==> config.mk <==
export PLATFORM = sky130hd
export DESIGN_NAME = tone_sequencer
export DESIGN_NICKNAME = d
export VERILOG_FILES = /design/src/rtl/tone_sequencer.sv
export SDC_FILE = /design/constraint.sdc
export NUM_CORES = 1
export LEC_CHECK = 0
export CAP_MARGIN = 20
export CORE_MARGIN = 1.5
export CORE_UTILIZATION = 45
export CTS_CLUSTER_SIZE = 24
export DETAILED_ROUTE_END_ITERATION = 7
export PLACE_DENSITY = 0.67
export SYNTH_ARGS = -nofsm -noshare
export SYNTH_HDL_FRONTEND = slang
export SYNTH_SLANG_ARGS = --single-unit
==> constraint.sdc <==
create_clock -name clk -period 2.7 [get_ports clk]
set_input_delay 0.27 -clock clk [delete_from_list [all_inputs] [get_ports clk]]
set_output_delay 0.27 -clock clk [all_outputs]
set_load 0.02 [all_outputs]
==> src/rtl/tone_sequencer.sv <==
`default_nettype none
// ============================================================================
//  Module      : tone_sequencer
//  Description : Audio back end of the tug-of-war sound path. On a start
//                request it plays one of four fixed note sequences as a
//                square wave on the speaker pin, separated by short silent
//                gaps, then pulses done and returns to idle.
//  Revision    : 1.0 - initial release
// ============================================================================
module tone_sequencer #(
    parameter int TONE_SCALE = 1000,
    parameter int MS_DIV     = 100000,
    parameter int GAP_MS     = 10
) (
    input  logic       clk,
    input  logic       rst,
    input  logic       start,
    input  logic [1:0] sound_type,
    output logic       audio,
    output logic       amp_en,
    output logic       busy,
    output logic       done,
    output logic [1:0] note_idx
);

    // Counter widths: the tone counter must hold the longest half-period
    // terminal (note C), the prescaler must hold MS_DIV-1.
    localparam int c_TONE_MAX = 191 * TONE_SCALE;
    localparam int c_TW       = (c_TONE_MAX > 1) ? $clog2(c_TONE_MAX) : 1;
    localparam int c_PW       = (MS_DIV > 1) ? $clog2(MS_DIV) : 1;
    localparam int c_DW       = 9;

    // Exact terminal values; all comparisons are equality on these.
    localparam logic [c_TW-1:0] c_TERM_C  = c_TW'(191 * TONE_SCALE - 1);
    localparam logic [c_TW-1:0] c_TERM_E  = c_TW'(152 * TONE_SCALE - 1);
    localparam logic [c_TW-1:0] c_TERM_G  = c_TW'(128 * TONE_SCALE - 1);
    localparam logic [c_TW-1:0] c_TERM_CH = c_TW'(96 * TONE_SCALE - 1);
    localparam logic [c_PW-1:0] c_PRE_LAST = c_PW'(MS_DIV - 1);
    localparam logic [c_DW-1:0] c_GAP_LAST = c_DW'(GAP_MS - 1);

    // Note codes used by the sequence ROM
    localparam logic [1:0] c_NOTE_C  = 2'd0;
    localparam logic [1:0] c_NOTE_E  = 2'd1;
    localparam logic [1:0] c_NOTE_G  = 2'd2;
    localparam logic [1:0] c_NOTE_CH = 2'd3;

    // FSM encoding
    localparam logic [1:0] c_ST_IDLE = 2'd0;
    localparam logic [1:0] c_ST_PLAY = 2'd1;
    localparam logic [1:0] c_ST_GAP  = 2'd2;
    localparam logic [1:0] c_ST_DONE = 2'd3;

    logic [1:0]      r_state;
    logic [1:0]      w_next;
    logic [1:0]      r_type;
    logic [1:0]      r_note;
    logic [c_TW-1:0] r_tone;
    logic [c_PW-1:0] r_pre;
    logic [c_DW-1:0] r_dur;
    logic            r_audio;

    logic [1:0]      w_note;
    logic [c_DW-1:0] w_note_ms;
    logic [c_TW-1:0] w_tone_term;
    logic            w_tick;
    logic            w_last;
    logic            w_note_end;
    logic            w_gap_end;
    logic            w_active;
    logic            w_load;

    // Sequence ROM: note and duration (ms) for the current type/index.
    always_comb begin
        w_note    = c_NOTE_C;
        w_note_ms = 9'd40;
        case (r_type)
            2'd0: begin
                w_note    = c_NOTE_C;
                w_note_ms = 9'd40;
            end
            2'd1: begin
                w_note    = (r_note == 2'd0) ? c_NOTE_E : c_NOTE_G;
                w_note_ms = 9'd100;
            end
            2'd2: begin
                w_note    = (r_note == 2'd1) ? c_NOTE_E : c_NOTE_G;
                w_note_ms = 9'd60;
            end
            default: begin
                w_note_ms = (r_note == 2'd3) ? 9'd300 : 9'd150;
                case (r_note)
                    2'd0:    w_note = c_NOTE_C;
                    2'd1:    w_note = c_NOTE_E;
                    2'd2:    w_note = c_NOTE_G;
                    default: w_note = c_NOTE_CH;
                endcase
            end
        endcase
    end

    // Half-period terminal count for the current note.
    always_comb begin
        w_tone_term = c_TERM_C;
        case (w_note)
            c_NOTE_C:  w_tone_term = c_TERM_C;
            c_NOTE_E:  w_tone_term = c_TERM_E;
            c_NOTE_G:  w_tone_term = c_TERM_G;
            default:   w_tone_term = c_TERM_CH;
        endcase
    end

    // A note or gap ends on the ms tick that completes its last millisecond,
    // so a note of N ms occupies exactly N*MS_DIV cycles.
    assign w_tick     = (r_pre == c_PRE_LAST);
    assign w_last     = (r_note == r_type);
    assign w_note_end = w_tick && (r_dur == (w_note_ms - 9'd1));
    assign w_gap_end  = w_tick && (r_dur == c_GAP_LAST);
    assign w_active   = (r_state == c_ST_PLAY) || (r_state == c_ST_GAP);

    // Accept a request when idle/finishing, or preempt with a higher type.
    assign w_load = start && (!w_active || (sound_type > r_type));

    // State register.
    always_ff @(posedge clk or posedge rst) begin
        if (rst) begin
            r_state <= c_ST_IDLE;
        end else begin
            r_state <= w_next;
        end
    end

    // Next-state decode.
    always_comb begin
        w_next = r_state;
        case (r_state)
            c_ST_IDLE: begin
                if (w_load) w_next = c_ST_PLAY;
            end
            c_ST_PLAY: begin
                if (w_load)          w_next = c_ST_PLAY;
                else if (w_note_end) w_next = w_last ? c_ST_DONE : c_ST_GAP;
            end
            c_ST_GAP: begin
                if (w_load || w_gap_end) w_next = c_ST_PLAY;
            end
            c_ST_DONE: begin
                w_next = w_load ? c_ST_PLAY : c_ST_IDLE;
            end
            default: w_next = c_ST_IDLE;
        endcase
    end

    // Datapath: type latch, note index, tone/prescaler/duration counters.
    always_ff @(posedge clk or posedge rst) begin
        if (rst) begin
            r_type  <= 2'd0;
            r_note  <= 2'd0;
            r_tone  <= '0;
            r_pre   <= '0;
            r_dur   <= '0;
            r_audio <= 1'b0;
        end else if (w_load) begin
            r_type  <= sound_type;
            r_note  <= 2'd0;
            r_tone  <= '0;
            r_pre   <= '0;
            r_dur   <= '0;
            r_audio <= 1'b0;
        end else begin
            case (r_state)
                c_ST_PLAY: begin
                    if (w_note_end) begin
                        r_tone  <= '0;
                        r_pre   <= '0;
                        r_dur   <= '0;
                        r_audio <= 1'b0;
                    end else begin
                        if (r_tone == w_tone_term) begin
                            r_tone  <= '0;
                            r_audio <= ~r_audio;
                        end else begin
                            r_tone <= r_tone + c_TW'(1);
                        end
                        if (w_tick) begin
                            r_pre <= '0;
                            r_dur <= r_dur + 9'd1;
                        end else begin
                            r_pre <= r_pre + c_PW'(1);
                        end
                    end
                end
                c_ST_GAP: begin
                    r_tone  <= '0;
                    r_audio <= 1'b0;
                    if (w_gap_end) begin
                        r_note <= r_note + 2'd1;
                        r_pre  <= '0;
                        r_dur  <= '0;
                    end else if (w_tick) begin
                        r_pre <= '0;
                        r_dur <= r_dur + 9'd1;
                    end else begin
                        r_pre <= r_pre + c_PW'(1);
                    end
                end
                default: begin
                    r_note  <= 2'd0;
                    r_tone  <= '0;
                    r_pre   <= '0;
                    r_dur   <= '0;
                    r_audio <= 1'b0;
                end
            endcase
        end
    end

    // Output decode: state-qualified so reset silences everything at once.
    always_comb begin
        audio  = 1'b0;
        amp_en = 1'b0;
        busy   = 1'b0;
        done   = 1'b0;
        case (r_state)
            c_ST_PLAY: begin
                audio  = r_audio;
                amp_en = 1'b1;
                busy   = 1'b1;
            end
            c_ST_GAP: begin
                amp_en = 1'b1;
                busy   = 1'b1;
            end
            c_ST_DONE: done = 1'b1;
            default: ;
        endcase
    end

    assign note_idx = r_note;

endmodule
`default_nettype wire
**Word-level counts from Yosys, hierarchy flattened**

Index checks and enable logic that the tools add are counted.
W data, S select, Z words.

- Bits in registers: 51
- Output and inout port bits: 6
- Logic and storage cells: 87

- Add/subtract/negate cells: 5
- Order comparisons: 1
- Eq/ne operators: 21
- Mux-type cells: 38
- Bitwise operators: 1
- Reductions and logical operators: 14

Operators by type and width:

| operator | count |
|---|---|
| $mux W18 | 4 |
| $mux W17 | 4 |
| $pmux W18 S3 | 1 |
| $mux W9 | 5 |
| $pmux W17 S2 | 1 |
| $pmux W9 S3 | 1 |
| $add A18 B1 Y18 const B | 1 |
| $eq A18 B18 Y1 | 1 |
| $pmux W9 S2 | 1 |
| $add A17 B1 Y17 const B | 1 |
| $eq A17 B17 Y1 const B | 1 |
| $mux W2 | 8 |
| $eq A2 B2 Y1 const B | 6 |
| $pmux W2 S3 | 2 |
| $add A9 B1 Y9 const B | 1 |
| $eq A9 B4 Y1 const B | 1 |
| $eq A9 B9 Y1 | 1 |
| $mux W1 | 9 |
| $sub A9 B1 Y9 const B | 1 |
| $eq A2 B1 Y1 const B | 4 |
| $logic_not A2 Y1 | 4 |
| $pmux W2 S4 | 1 |
| $ne A3 B3 Y1 const B | 2 |
| $ne A2 B2 Y1 const B | 2 |
| 13 further kinds | 17 |

**Logic depth before layout (Yosys ltp)**

Gate-level depths: netlist of run 1.

- Word-level depth: 10
- Depth in mapped cells: 15

**Worst setup path before layout of run 1**

OpenSTA, ideal clock, no wires.

- Path type: flip-flop to flip-flop
- From: reg r_note[1], in the netlist note_idx[1]
- To: reg r_tone[14]
- Data arrival time: 3038 ps
- Data required time: 2581 ps
- Slack: -456 ps
- Stages on the path, launching flop included: 15
- Path buffers: 2
- Clock period less this slack: 3156 ps
- Cells stage by stage: dfrtp_1 -> ha_1 -> nand2b_1 -> o221ai_1 -> o21ai_0 -> inv_1 -> ha_1 -> or3_1 -> a2111oi_0 -> o21bai_1 -> a211oi_2 -> or3b_1 -> buf_6 -> buf_6 -> nor2_1

- Longest elaborated chain between the ends: 10
- Elaborated cells on any way between the ends: 22

Ends and longest elaborated chain:

| item | RTL line | RTL |
|---|---|---|
| start: declaration | 56 | `logic [1:0] r_note;` |
| start signal: assignment | 196 | `r_note <= r_note + 2'd1;` |
| parallel branches: the longest is 7 deep, another holds $sub A9 B1 Y9 | n/a |  |
| $mux W18 (*) | 172 | `if (w_note_end) begin` |
| $mux W18 (*) | 170 | `case (r_state)` |
| $mux W18 (*) | 162 | `end else if (w_load) begin` |
| end signal: assignment | 182 | `r_tone <= r_tone + c_TW'(1);` |
| end: declaration | 57 | `logic [c_TW-1:0] r_tone;` |

Every way passes the cells marked *.
A chain may end at the register's enable or synchronous reset.

**Worst setup path after layout of run 1**

- From: reg r_note[1], in the netlist note_idx[1]
- To: reg r_tone[5]

Same word-level chain as after synthesis.

==> results of run 1 <==
-- synthesized netlist by cell type, drive strengths merged (3+ instances only) --
master	count	area, um^2
nor2	61	229
or3	3	18.8
ha	19	238
nand2	23	86.3
nor4b	4	35.0
inv	16	60.1
nor3	9	56.3
clkbuf	5	18.8
o21ai	7	35.0
nand2b	5	31.3
xnor2	25	219
and4	3	28.8
buf	7	68.8
nand4	6	37.5
nor2b	4	25.0
and3	5	31.3
a21oi	4	20.0
a211oi	3	27.5
xor2	21	184
nand3	17	85.1
dfrtp	51	1280
-- layer usage --
metal | vias to the layer above | part of all wire, % | GRT usage (%)
met3 | 2 | 2.9 | 2.60
met4 | 0 | 0.52 | 4.69
met5 | - | 0 | 0
met1 | 1098 | 50 | 24.8
li1 | 1169 | - | -
met2 | 35 | 46 | 27.6
-- through the flow --
step	setup WS (ps)	util (%)	TNS [ps]	cells	area [um^2]
after floorplan	-92.0	-	-911	329	3150
after global routing	-144	55.5	-2570	436	3580
after detailed placement	-70.3	52.9	-1160	423	3420
after global placement	36.4	52.9	0	423	3420
final	-27.3	55.5	-301	436	3580
after CTS	-26.8	55.1	-373	435	3560
-- path summary, 6_finish.rpt --
path | cells past startpoint | end | slack, ps
worst max-delay path | 13 | r_tone[5] | -30
worst min-delay path | 2 | r_pre[8] | 380
worst max register to register | 13 | r_tone[5] | -30
worst min register to register | 1 | r_tone[0] | 460
max in group asynchronous | 3 | r_pre[7] | 1680
min in group clk | 1 | r_tone[0] | 460
-- cell type report --
| cell class | instances | area [um^2] | share of cell area, % |
|---|---|---|---|
| multi-input combinational | 250 | 1750 | 48.7 |
| sequential | 51 | 1280 | 35.7 |
| timing repair buffer | 34 | 293 | 8.17 |
| tap | 77 | 96.3 | 2.69 |
| clock buffer | 6 | 72.6 | 2.02 |
| inverter | 16 | 60.1 | 1.68 |
| clock inverter | 2 | 37.5 | 1.05 |
-- registers in the layout, summed over array words and instances, names as in the netlist --
| register | count |
|---|---|
| note_idx | 2 |
| r_audio | 1 |
| r_dur | 9 |
| r_pre | 17 |
| r_state | 2 |
| r_tone | 18 |
| r_type | 2 |
-- placed cells by master (no fill, tap or decap), types with 5 or more instances in the layout --
cell	n
ha_1	13
clkdlybuf4s50_1	10
inv_2	5
xor2_1	21
xnor2_1	24
o21ai_0	6
nand3_1	17
nor2_1	61
dfrtp_1	49
buf_4	23
inv_1	11
and3_1	5
nor3_1	8
nand2_1	23
clkbuf_8	5
nand4_1	6
-- repair_timing --
item                                    in CTS  in global routing
endpoints found under the setup margin      19                 20
pin swaps                                    4                  1
setup buffers                                4                  2
gates resized for setup                      1                  5
-- cells by family after synthesis --
logic type,share of synthesized area (%)
AOI/OAI and AO/OA,7.32
xor gates and xnor gates,13.1
adders and majority gates,7.73
buffers and inverters,4.80
DFF,41.5
muxes,1.38
and+or+nand+nor,24.2
-- report_power, final --
group / switching [W] / internal, W / total (W)
logic: 0.000648 / 0.000569 / 0.00122
clock network: 0.000256 / 0.000277 / 0.000533
registers: 0.0000574 / 0.000817 / 0.000874
==> summary.md, run 1 <==
| Metric | Value |
|---|---|
| Status | finished with violations |
| Violated checks | design-rule violations, negative setup slack |
| Layout cells sized above 1 | 16.4% |
| Worst r2r src | note_idx[1] |
| Post-DRT Antenna Nets | 0 |
| TritonCTS clock tree | done |
| Syn Area/Cell | 9.35 um^2 |
| CTS buffer count | 5 |
| Router iterations before antenna repair | 6 |
| Setup CP Type | flop to flop |
| Synth warn | 0 |
| Final setup skew | 15.7 ps |
| Final hold slack | 378 ps |
| CP Data Required Time | 2890 ps |
| Filler instances | 596 |
| Initial Util | 47.6% |
| Pwr/cell area | 732 mW/mm^2 |
| Clock transition at path regs | 100 ps |
| Slew Limit Fails | 0 |
| Die ar. | 0.00734 mm^2 |
| Sequential fraction of the synthesis area | 41.5% |
| Final Critical Period | 2730 ps |
| # DRC | 2 |
| Synthesized net count | 353 |
| Routability cong. | 0.809 |
| Unrepaired setup endpoints after global routing | yes |
| Critical Path Max Stage Delay | 460 ps |
| Final setup viols | 18 |
| CP endpoint kind | flop |
| # nets final | 382 |
| Fin. Hold Viols | 0 |
| Fin worst setup slack | -27.3 ps |
| Largest net degree at the start of global routing | 31 |
| Global-route wire length before repair | 10100 um |
| Hold_buf cts | 0 |
| Global route total overflow | 0 |
| Final Total Pwr | 0.00262 W |
| Detailed placement HPWL | 4290 um |
| Final Routed Wirelength | 5990 um |
| DR WL/cell | 13.7 um |
| Worst slew margin | 55.8% |
| Die span in x | 85.7 um |
| Final Cycle Share | 101% |
| Mapped Cells | 329 |
| Core box area | 0.00646 mm^2 |
| Via density | 5.28 |
| Ys flop type | dfrtp_1 |
| Post-synth EDFFs | 0 |
| Clk_lat worst skew | 300 ps |
| Clock Tree Buf Depth | 2 |
| Max-cap viol count | 0 |
| Sink Count | 51 |
| HP Class | primary input to async pin |
| Syn-to-layout area delta | 16.6% |
| Crit path from | note_idx[1] |
| Total number of vias | 2304 |
| Worst path arrival time | 2920 ps |
| Root buffer cell | clkbuf_8 |
| Worst-Margin Slew | 662 ps |
| Initial DRC Count | 89 |
| Worst-path cell chain | inv_2 > ha_4 > a21oi_2 > o2bb2ai_2 > inv_2 > ha_4 > or3_1 > a2111oi_2 > o21bai_1 > a211oi_2 > or3b_4 > buf_12 > nor2_1 |
| Slowest stage cell, crit path | dfrtp_2 |
| Die H | 85.7 um |
| Ys async rst share | 100% |
| Port bufs | 10 |
| Synthesized cell area | 0.00308 mm^2 |
| Leak Pwr | 1.47 nW |
| Synthesized flop and latch total | 51 |
| Number of distinct library cells after synthesis | 51 |
| CP startpoint kind | flop |
| H-Tree Level Count | 2 |
| CP Buf/Inv Count | 3 |
| Ant diodes | 0 |
| Max VDD drop | 0.339 mV |
| Crit path max fanout | 18 |
| # rows | 29 |
| Initial antenna violation count | 0 |
| Vias in the first global route | 2176 |
| Family with the most delay on the worst path | compound AO/OA/AOI/OAI gates |
| Total GRT Usage | 17.3% |
| Fmax | 367 MHz |
| IO Pins | 11 |
Note: power is estimated with default switching activity, not from simulation.
==> run 2: changes to the inputs <==
- CORE_UTILIZATION: 45 -> 25
- PLACE_DENSITY: 0.67 -> 0.44
==> summary.md, run 2 (synthesis gave the netlist of run 1 again) <==
| Metric | Value |
|---|---|
| Ant diodes | 0 (unchanged) |
| HP Class | primary input to async pin |
| Commonest cells after routing, fill and taps aside | 61 x nor2_1, 48 x dfrtp_1, 24 x xnor2_1 |
| Crit path max fanout | 18 (unchanged) |
| # DRC | 0 (-2) |
| Sw frac | 36.8% (+0.15 points) |
| H-Tree Level Count | 2 (unchanged) |
| Largest Register | r_tone |
| Global-route wire length before repair | 11300 um (+11%) |
| Clock power share | 22.3% (+2.0 points) |
| Global route total overflow | 0 (unchanged) |
| Filler instances | 1240 (+110%) |
| Fin worst setup slack | -50.6 ps (-23.3 ps) |
| Worst r2r src | note_idx[1] |
| DR WL/cell | 12.8 um (-6.6%) |
| Clock transition at path regs | 70 ps (-30 ps) |
| # nets final | 382 (unchanged) |
| Violated checks | negative setup slack |
| Via density | 4.55 (-14%) |
| Final Critical Period | 2750 ps (+23.3 ps) |
| # rows | 40 (+38%) |
| Worst-path cell chain | inv_2 > ha_4 > inv_1 > o221ai_2 > o21ai_2 > inv_2 > ha_4 > or3_4 > a2111oi_4 > o21bai_1 > a211oi_2 > or3b_4 > buf_12 > nor2_1 |
| Area taken by multi-input logic gates | 0.00184 mm^2 (+5.4%) |
| Root buffer cell | clkbuf_16 |
| Pwr/cell area | 754 mW/mm^2 (+3.0%) |
| Sequential Power Share | 30.5% (-2.8 points) |
| Setup CP Type | flop to flop |
| Logic pwr share | 47.2% (+0.8 points) |
| Initial DRC Count | 142 (+60%) |
| Slowest stage cell, crit path | dfrtp_2 |
| Reg2reg path depth | 14 (+1) |
| Final Cycle Share | 102% (+0.86 points) |
| Final Total Pwr | 0.00289 W (+10%) |
| CTS buffer count | 5 (unchanged) |
| Reg2reg end | r_tone[7] |
| Final Routed Wirelength | 6500 um (+8.4%) |
| Unrepaired setup endpoints after global routing | yes |
| Initial antenna violation count | 0 (unchanged) |
| Slew Limit Fails | 0 (unchanged) |
| Detailed placement HPWL | 4640 um (+8.1%) |
| Sink Count | 51 (unchanged) |
| Total number of vias | 2302 (-0.087%) |
| Hold_buf cts | 0 (unchanged) |
| Die ar. | 0.0130 mm^2 (+77%) |
| Die span in x | 114 um (+33%) |
| CP endpoint kind | flop |
| R2R setup slack | -50 ps (-20 ps) |
| Router iterations before antenna repair | 4 (-2) |
| Leak Pwr | 1.51 nW (+2.8%) |
| Worst slew margin | 61.9% (+6.0 points) |
| Syn-to-layout area delta | 24.5% |
| Vias in the first global route | 2309 (+6.1%) |
| CP Data Required Time | 2880 ps (about the same) |
| Clock Tree Buf Depth | 2 (unchanged) |
| Internal | 0.00183 W (+9.8%) |
| Total GRT Usage | 10.8% (-6.5 points) |
| Die H | 114 um (+33%) |
| Largest registers | r_tone (18), r_pre (17), r_dur (9) |
| Core box area | 0.0120 mm^2 (+86%) |
| Routability cong. | 0.792 (-2.1%) |
| Largest net degree at the start of global routing | 30 (-3.2%) |
| Fin. Hold Viols | 0 (unchanged) |
| Final setup viols | 19 (+1) |
| Post-DRT Antenna Nets | 0 (unchanged) |
| Port bufs | 10 (unchanged) |
| IO Pins | 11 (unchanged) |
| Clk_lat worst skew | 290 ps (about the same) |
| Net switching power | 0.00106 W (+10%) |
| Final hold slack | 355 ps (-23.1 ps) |
| Leading cell type in the layout, fill and taps excluded | nor2_1 |
| Largest register FFs | 18 (unchanged) |
| Layout cells sized above 1 | 17.8% (+1.4 points) |
| Worst path arrival time | 2930 ps (about the same) |
| Status | finished with violations |
| Critical Path Max Stage Delay | 450 ps (about the same) |
| Finished Core Util | 31.9% (-24 points) |
| Max VDD drop | 0.311 mV (-8.3%) |
| Sequential cell area | 0.00128 mm^2 (about the same) |
| CP startpoint kind | flop |
| TritonCTS clock tree | done |
| Worst-Margin Slew | 571 ps (-90.5 ps) |
| Initial Util | 25.6% (-22 points) |
| Final setup skew | 6.59 ps (-9.08 ps) |
| Max-cap viol count | 0 (unchanged) |
| Fmax | 364 MHz (-0.85%) |
==> run 2: worst max-delay path by stage <==
stage | cells past startpoint | start | slack (ps) | to
after CTS | 12 | note_idx[0] | -10 | r_tone[16]
after floorplan | 14 | note_idx[0] | -90 | r_tone[14]
after global placement | 13 | note_idx[0] | -3 | r_tone[4]
final | 14 | note_idx[1] | -50 | r_tone[7]
after global routing | 13 | note_idx[0] | -220 | r_tone[10]
after detailed placement | 13 | note_idx[0] | -40 | r_tone[16]
==> run 2: final cells by class <==
class	instances	share of cell area, %
inverters	16	1.63
clock buffers	6	3.36
well taps	147	4.80
multi-input cells	250	48.1
clock inverters	2	0.425
repair buffers	34	8.30
flip-flops and latches	51	33.4
==> run 2: repair_timing <==
action                                  CTS  global route
endpoints found under the setup margin   19            20
pin swaps                                 1             8
buffers inserted                          0             5
resized for setup                         2            16
==> run 2: power by group through the flow <==
stage	Clock [W]	Sequential (W)	Combinational, W
after global placement	0	0.000888	0.00122
after global routing	0.000695	0.000887	0.00152
after CTS	0.000671	0.000877	0.00125
after detailed placement	0	0.000892	0.00122
after floorplan	0	0.000871	0.000850
final	0.000643	0.000880	0.00136
==> run 2: routing by layer <==
layer  track usage, %  wire (um)  vias to the layer above  share of wire, %
met5                0          0                        -                 0
met1             15.4       3420                     1104                53
met2             16.6       2870                       19                44
met4             3.00         74                        0               1.1
li1                 -          -                     1171                 -
met3             2.23        128                        8               2.0
==> run 2: worst max-delay path, delay by kind of cell (launching register included) <==
| family | cells | cell delay (ps) |
|---|---|---|
| AND/OR/NAND/NOR | 3 | 620 |
| buffers and inverters | 4 | 380 |
| adder cells (fa/ha/maj) | 2 | 350 |
| flip-flops | 1 | 450 |
| AO/OA/AOI/OAI | 5 | 840 |
==> run 2: stage by stage <==
stage	area, um^2	worst slack, ps	cells	TNS, ps
final	3830	-50.6	506	-812
after floorplan	3150	-92.0	329	-911
after global placement	3530	-2.96	493	-9.40
after detailed placement	3530	-39.4	493	-611
after global routing	3830	-220	506	-3990
after CTS	3690	-14.4	501	-127
==> run 3: changes to the inputs <==
- ABC_AREA: unset -> 1
==> summary.md, run 3 <==
| Metric | Value |
|---|---|
| Number of distinct library cells after synthesis | 33 (-35%) |
| Vias in the first global route | 2972 (+29%) |
| Status | completed |
| Synthesized flop and latch total | 51 (unchanged) |
| Max VDD drop | 0.213 mV (-32%) |
| Clk_lat worst skew | 300 ps (about the same) |
| Sequential fraction of the synthesis area | 36.8% (-4.7 points) |
| Fmax | 388 MHz (+6.8%) |
| Post-DRT Antenna Nets | 0 (unchanged) |
| Top cells by area, synth | dfrtp_1 37%, nand2_1 13%, nor2_1 8.1% |
| Global-route wire length before repair | 14500 um (+29%) |
| CP Data Required Time | 2890 ps (about the same) |
| Final Cycle Share | 95.4% (-6.5 points) |
| Mapped Cells | 485 (+47%) |
| Slowest stage cell, crit path | dfrtp_2 |
| Final Total Pwr | 0.00305 W (+5.8%) |
| Ys async rst share | 100% (unchanged) |
| Setup CP Type | flop to flop |
| Max-cap viol count | 0 (unchanged) |
| Routability cong. | 0.862 (+8.9%) |
| Reg2reg path depth | 17 (+3) |
| Critical Path Max Stage Delay | 450 ps (about the same) |
| Worst-Margin Slew | 519 ps (-52.2 ps) |
| Total GRT Usage | 12.2% (+1.4 points) |
| Final Critical Period | 2570 ps (-176 ps) |
| TritonCTS clock tree | done |
| Setup total negative slack | 0 ps (+812 ps) |
| Final setup skew | 15.5 ps (+8.89 ps) |
| Largest registers | r_tone (18), r_pre (17), r_dur (9) |
| Initial antenna violation count | 0 (unchanged) |
| Reg2reg end | r_tone[8] |
| Synth top area share | 36.8% (-4.7 points) |
| Commonest cells after routing, fill and taps aside | 121 x nand2_1, 73 x nor2_1, 64 x inv_1 |
| Total number of vias | 3002 (+30%) |
| Worst slew margin | 65.1% (+3.3 points) |
| Die ar. | 0.0146 mm^2 (+13%) |
| Worst-path cell chain | ha_2 > inv_2 > nand3_4 > or2_0 > nand2_2 > buf_4 > ha_2 > inv_1 > nand2_1 > nand2_1 > nor2_1 > and2_0 > nand3_1 > nor2_2 > nand2_4 > nand2_4 > nor2_1 |
| Via density | 4.34 (-4.6%) |
| Die span in x | 121 um (+6.1%) |
| Sink Count | 51 (unchanged) |
| CP startpoint kind | flop |
| Sequential cell area | 0.00128 mm^2 (about the same) |
| Core box area | 0.0134 mm^2 (+12%) |
| Placed cell areas | 0.00382 mm^2 (+8.4%) |
| IO Pins | 11 (unchanged) |
| CP endpoint kind | flop |
| Area taken by multi-input logic gates | 0.00197 mm^2 (+6.9%) |
| Layout cells sized above 1 | 12.8% (-5.0 points) |
| Ys flop type | dfrtp_1 |
| Detailed placement HPWL | 6150 um (+33%) |
| Die H | 121 um (+6.1%) |
| Crit path max fanout | 5 (-13) |
| # rows | 42 (+5.0%) |
| Synthesized cell area | 0.00347 mm^2 (+13%) |
| Commonest cells in the netlist | 122 x nand2_1, 75 x nor2_1, 70 x inv_1 |
| Leading area contributor after synthesis | dfrtp_1 |
| Filler instances | 1494 (+20%) |
| Synth warn | 0 (unchanged) |
| Clock Tree Buf Depth | 2 (unchanged) |
| Leak Pwr | 1.83 nW (+21%) |
| Final Routed Wirelength | 8320 um (+28%) |
| Worst path arrival time | 2770 ps (-160 ps) |
| Port bufs | 10 (unchanged) |
| H-Tree Level Count | 2 (unchanged) |
| Leading cell type by number of instances after synthesis | nand2_1 |
| CTS buffer count | 5 (unchanged) |
| R2R setup slack | 130 ps (+180 ps) |
| Ant diodes | 0 (unchanged) |
| Syn-to-layout area delta | 18.2% |
| Final setup viols | 0 (-19) |
| DR WL/cell | 12.0 um (-6.4%) |
| # nets final | 539 (+41%) |
| HP Class | primary input to async pin |
| Global route total overflow | 0 (unchanged) |
| Finished Cell Area | 0.00410 mm^2 (+7.1%) |
| Largest net degree at the start of global routing | 22 (-27%) |
| # DRC | 0 (unchanged) |
| Synthesized net count | 509 (+44%) |
| Pwr/cell area | 744 mW/mm^2 (-1.3%) |
| Root buffer cell | clkbuf_16 |
| Fin. Hold Viols | 0 (unchanged) |
| Post-synth EDFFs | 0 (unchanged) |
| Leading cell type in the layout, fill and taps excluded | nand2_1 |
| Slew Limit Fails | 0 (unchanged) |
| Initial Util | 25.9% (+0.30 points) |
| Worst r2r src | note_idx[0] |
| Router iterations before antenna repair | 4 (unchanged) |
| Initial DRC Count | 261 (+84%) |
| Clock transition at path regs | 80 ps (about the same) |
| Largest Register | r_tone |
| Largest register FFs | 18 (unchanged) |
| Syn Area/Cell | 7.16 um^2 (-23%) |
==> run 3: cells by family after synthesis <==
kind of cell,count (synthesis),synth area share [%]
simple gates,283,36.0
buf+inv,77,9.01
flops,51,36.8
compound gates,29,4.54
xor+xnor,26,6.78
fa+ha+maj,19,6.85
==> run 3: worst max-delay path by stage <==
stage	startpoint	end	slack, ps	cells past startpoint
4_1_cts	note_idx[0]	r_tone[8]	10	15
2_1_floorplan	note_idx[1]	r_tone[9]	50	16
3_5_place_dp	note_idx[0]	r_tone[8]	-5	15
6_report	note_idx[0]	r_tone[8]	130	17
5_1_grt	note_idx[0]	r_tone[8]	-10	16
3_3_place_gp	note_idx[0]	r_tone[13]	110	17
==> run 3: worst max-delay path, delay by kind of cell (launching register included) <==
kind          cells  cell delay (ps)
buf+inv           3              250
flops             1              450
simple gates     12             1330
fa+ha+maj         2              430
==> run 3: routing by layer <==
metal	routed length, um	GRT usage (%)	up-vias
met4	78	3.01	0
met5	0	0	-
met3	189	2.22	4
li1	-	-	1576
met1	4390	17.4	1392
met2	3660	19.1	30
==> run 3: final cells by class <==
cell class	instances	share of cell area [%]
clock buffer	5	3.05
clock inverter	3	0.640
inverter	72	6.59
multi-input combinational	360	47.9
sequential	51	31.2
tap	176	5.37
timing repair buffer	25	5.18
==> run 3: stage by stage <==
stage / cells / worst slack [ps] / hold slack, ps / utilization (%)
detailed placement: 676 / -5.23 / 454 / 28.5
finish: 692 / 125 / 275 / 30.6
global placement: 676 / 110 / 449 / 28.5
global route: 692 / -9.71 / 310 / 30.6
CTS: 685 / 12.0 / 286 / 29.8
floorplan: 485 / 51.2 / 391 / -
==> run 3: power by group <==
part,total (W),internal (W),switching [W]
Combinational,0.00147,0.000562,0.000912
Sequential,0.000908,0.000822,0.0000866
Clock,0.000672,0.000353,0.000319
==> run 3: repair_timing <==
action / CTS / global route
resized for setup: 2 / 21
setup buffers: 0 / 5
gates cloned: 1 / 2
setup endpoints to repair: 17 / 19
hold buffers: 0 / 0
pin swaps: 1 / 7
==> patch: new RTL, flow settings as in run 1 <==
The localparam `c_DW` goes from 9 to 13.
--- a/src/rtl/tone_sequencer.sv
+++ b/src/rtl/tone_sequencer.sv
@@ -29,5 +29,5 @@
     localparam int c_TW       = (c_TONE_MAX > 1) ? $clog2(c_TONE_MAX) : 1;
     localparam int c_PW       = (MS_DIV > 1) ? $clog2(MS_DIV) : 1;
-    localparam int c_DW       = 9;
+    localparam int c_DW       = 13;
 
     // Exact terminal values; all comparisons are equality on these.
Formal check against the unedited RTL: no difference found for any inputs over 10 cycles, from zero or initial values and one cycle with rst high; that may be too few to reach the edited logic, so the function may still have changed.
==> patch against run 1 <==
- the flow finishes with violations (setup timing)
- wire length increased by 46%
- synthesized area increased by 17%
- sequential cell count increased by 4
- design area increased by 26%
- utilization increased by 3.0 points
- clock skew increased by 0.0046 ns
- via count increased by 33%
- critical path depth decreased by 1
- die area increased by 16%
- first-iteration DRC count increased by 92%
- setup slack got worse by 0.14 ns
- sequential power increased by 8.5%
- power increased by 25%
- synthesized cell count increased by 16%
- critical endpoint is now r_tone[9]$_DFF_PP0_
==> patch: results (changes against run 1) <==
[outcome]
status = finished with violations
failed_checks = setup timing

[clock_tree]
cts_buffer_depth = 2  ; unchanged
cts_root_buf = clkbuf_8
htree_levels = 2  ; unchanged
cts_buffers = 5  ; unchanged
clk_latency_ns = 0.32  ; +0.02 ns
clk_pin_slew_worst_paths_ns = 0.11

[placed_design]
place_hpwl_microns = 5384  ; +25%
gp_congestion = 0.8358  ; +3.3%
dp_cells = 502  ; +19%
portBuffers = 10  ; unchanged

[logic_synthesis]
ys_seq_area_frac = 0.3837  ; -0.03130
synth_compound_area_frac = 0.1203  ; +0.04710
syn-num-nets = 409  ; +16%
netlist_instances = 383  ; +16%
synthDistinctLibCells = 59  ; +16%
synthAdderAreaFrac = 0.07325  ; -0.004051
ys_top_cells_by_area = dfrtp_1 38%, ha_1 7.3%, xor2_1 6.6%, xnor2_1 3.9%, nor2_1 3.3%
yosys_warnings = 0  ; unchanged
muxShareOfSynthArea = 0.01151  ; -0.002322
synth_common_cells = 55 x dfrtp_1, 32 x nor2_1, 28 x nand2_1
synth_xor_area_frac = 0.1050  ; -0.02601
async_flop_share = 1.000  ; unchanged
synth_top_flop_cell = dfrtp_1

[grt]
grt_pass1_vias = 2791  ; +28%
grt_antenna_before_repair = 0  ; unchanged
grt_util_all_layers = 0.1933  ; +0.01997
grt_pass1_wl_microns = 13290  ; +31%
grt_max_degree = 34  ; +9.7%

[sta]
finalSetupViolCount = 27  ; +9
relSlewSlack = 0.5778  ; +0.01944
setup_ws_ns = -0.1660  ; -0.1387 ns
fin_worst_skew_ns = 0.02032  ; +0.004644 ns

[routing]
dr.first_iter.drc_count = 171  ; +92%
wl_per_cell_microns = 16.81  ; +22%
wl_met2_microns = 4141  ; +49%
wl_met3_microns = 381  ; +120%
wirelength_microns = 8777  ; +46%
top_layer = met4
wl_met1_microns = 4149  ; +38%
firstDrtPassIters = 4  ; -2
vias_per_cell = 5.868  ; +11%

[worst_hold_path]
hold_class = input port to async pin

[critical_path]
crit_slowest_cell = dfrtp_2
cp_data_arrival_time_ns = 3.08  ; +0.16 ns
cpPeakStageDelay_ns = 0.50  ; +0.04 ns
critPathTopFamily = simple AND/OR/NAND/NOR gates
crit_path_max_fanout = 8  ; -10

[power_and_ir_drop]
max-vdd-ir-drop_mv = 0.3444  ; +1.5%
p_leak_nw = 1.743  ; +19%

[finish]
diodes = 0  ; unchanged
drive_above_1_share = 0.2286  ; +0.06423
nets = 445  ; +16%
reg_top3 = r_tone x18, r_pre x17, r_dur x13

==> patch: cell families (layout without fill, tap and decap cells) <==
| logic type | count (synthesis) | after routing |
|---|---|---|
| AO/OA/AOI/OAI | 54 | 54 |
| adder cells (fa/ha/maj) | 21 | 21 |
| multiplexers | 4 | 4 |
| buffers and inverters | 38 | 75 |
| AND/OR/NAND/NOR | 168 | 168 |
| XOR/XNOR | 43 | 43 |
| flip-flops | 55 | 55 |
==> patch: repair_timing <==
item | CTS | global route
pin swaps | 5 | 14
endpoints found under the setup margin | 18 | 34
resized for setup | 8 | 45
gates cloned | 0 | 3
setup buffers | 2 | 7
==> patch: final cells by class <==
class / count / area, sq um
inverters: 19 / 76.32
repair buffers: 48 / 485.5
well taps: 102 / 127.6
clock inverters: 1 / 7.507
fillers: 638 / 3203
multi-input cells: 290 / 2351
clock buffers: 7 / 96.34
flip-flops and latches: 55 / 1380
==> patch: per-stage QoR <==
| stage | setup slack, ns | cell area, sq um | setup TNS [ns] |
|---|---|---|---|
| 6_report | -0.1660 | 4524 | -2.516 |
| 5_1_grt | -0.2547 | 4524 | -4.971 |
| 4_1_cts | 0.009675 | 4144 | 0 |
| 3_5_place_dp | -0.1010 | 3984 | -0.9540 |
| 3_3_place_gp | 0.01273 | 3984 | 0 |
| 2_1_floorplan | -0.1698 | 3628 | -0.7341 |
==> patch: worst register-to-register path, stage by stage, from the launching register on <==
cell and delay, ns:
dfrtp_2 0.50, ha_4 0.19, o311ai_4 0.32, o21ai_4 0.12, buf_6 0.14, ha_4 0.15
or4_1 0.42, a22oi_1 0.20, nand4_1 0.13, buf_4 0.17, nor2_4 0.14, clkbuf_16 0.20
nor4_1 0.06
==> patch: path summary, 6_finish.rpt <==
path / start / endpoint / slack [ns] / cells after the start
max: note_idx[1]$_DFFE_PP0P_ / r_tone[9]$_DFF_PP0_ / -0.17 / 12
min: rst / r_tone[4]$_DFF_PP0_ / 0.30 / 2
max reg2reg: note_idx[1]$_DFFE_PP0P_ / r_tone[9]$_DFF_PP0_ / -0.17 / 12
min reg2reg: r_pre[0]$_DFF_PP0_ / r_pre[0]$_DFF_PP0_ / 0.50 / 1
max in group asynchronous: rst / r_dur[12]$_DFF_PP0_ / 1.81 / 3
min in group clk: r_pre[0]$_DFF_PP0_ / r_pre[0]$_DFF_PP0_ / 0.50 / 1
==> patch: per-layer routing <==
metal,up-vias,track usage
met5,-,0
met4,0,0.04872
met3,13,0.03151
met2,77,0.3025
met1,1504,0.2778
li1,1469,-
==> patch: report_power, final <==
part / internal (mW) / switching, mW
Clock: 0.234 / 0.277
Combinational: 0.778 / 1.04
Sequential: 0.878 / 0.0700
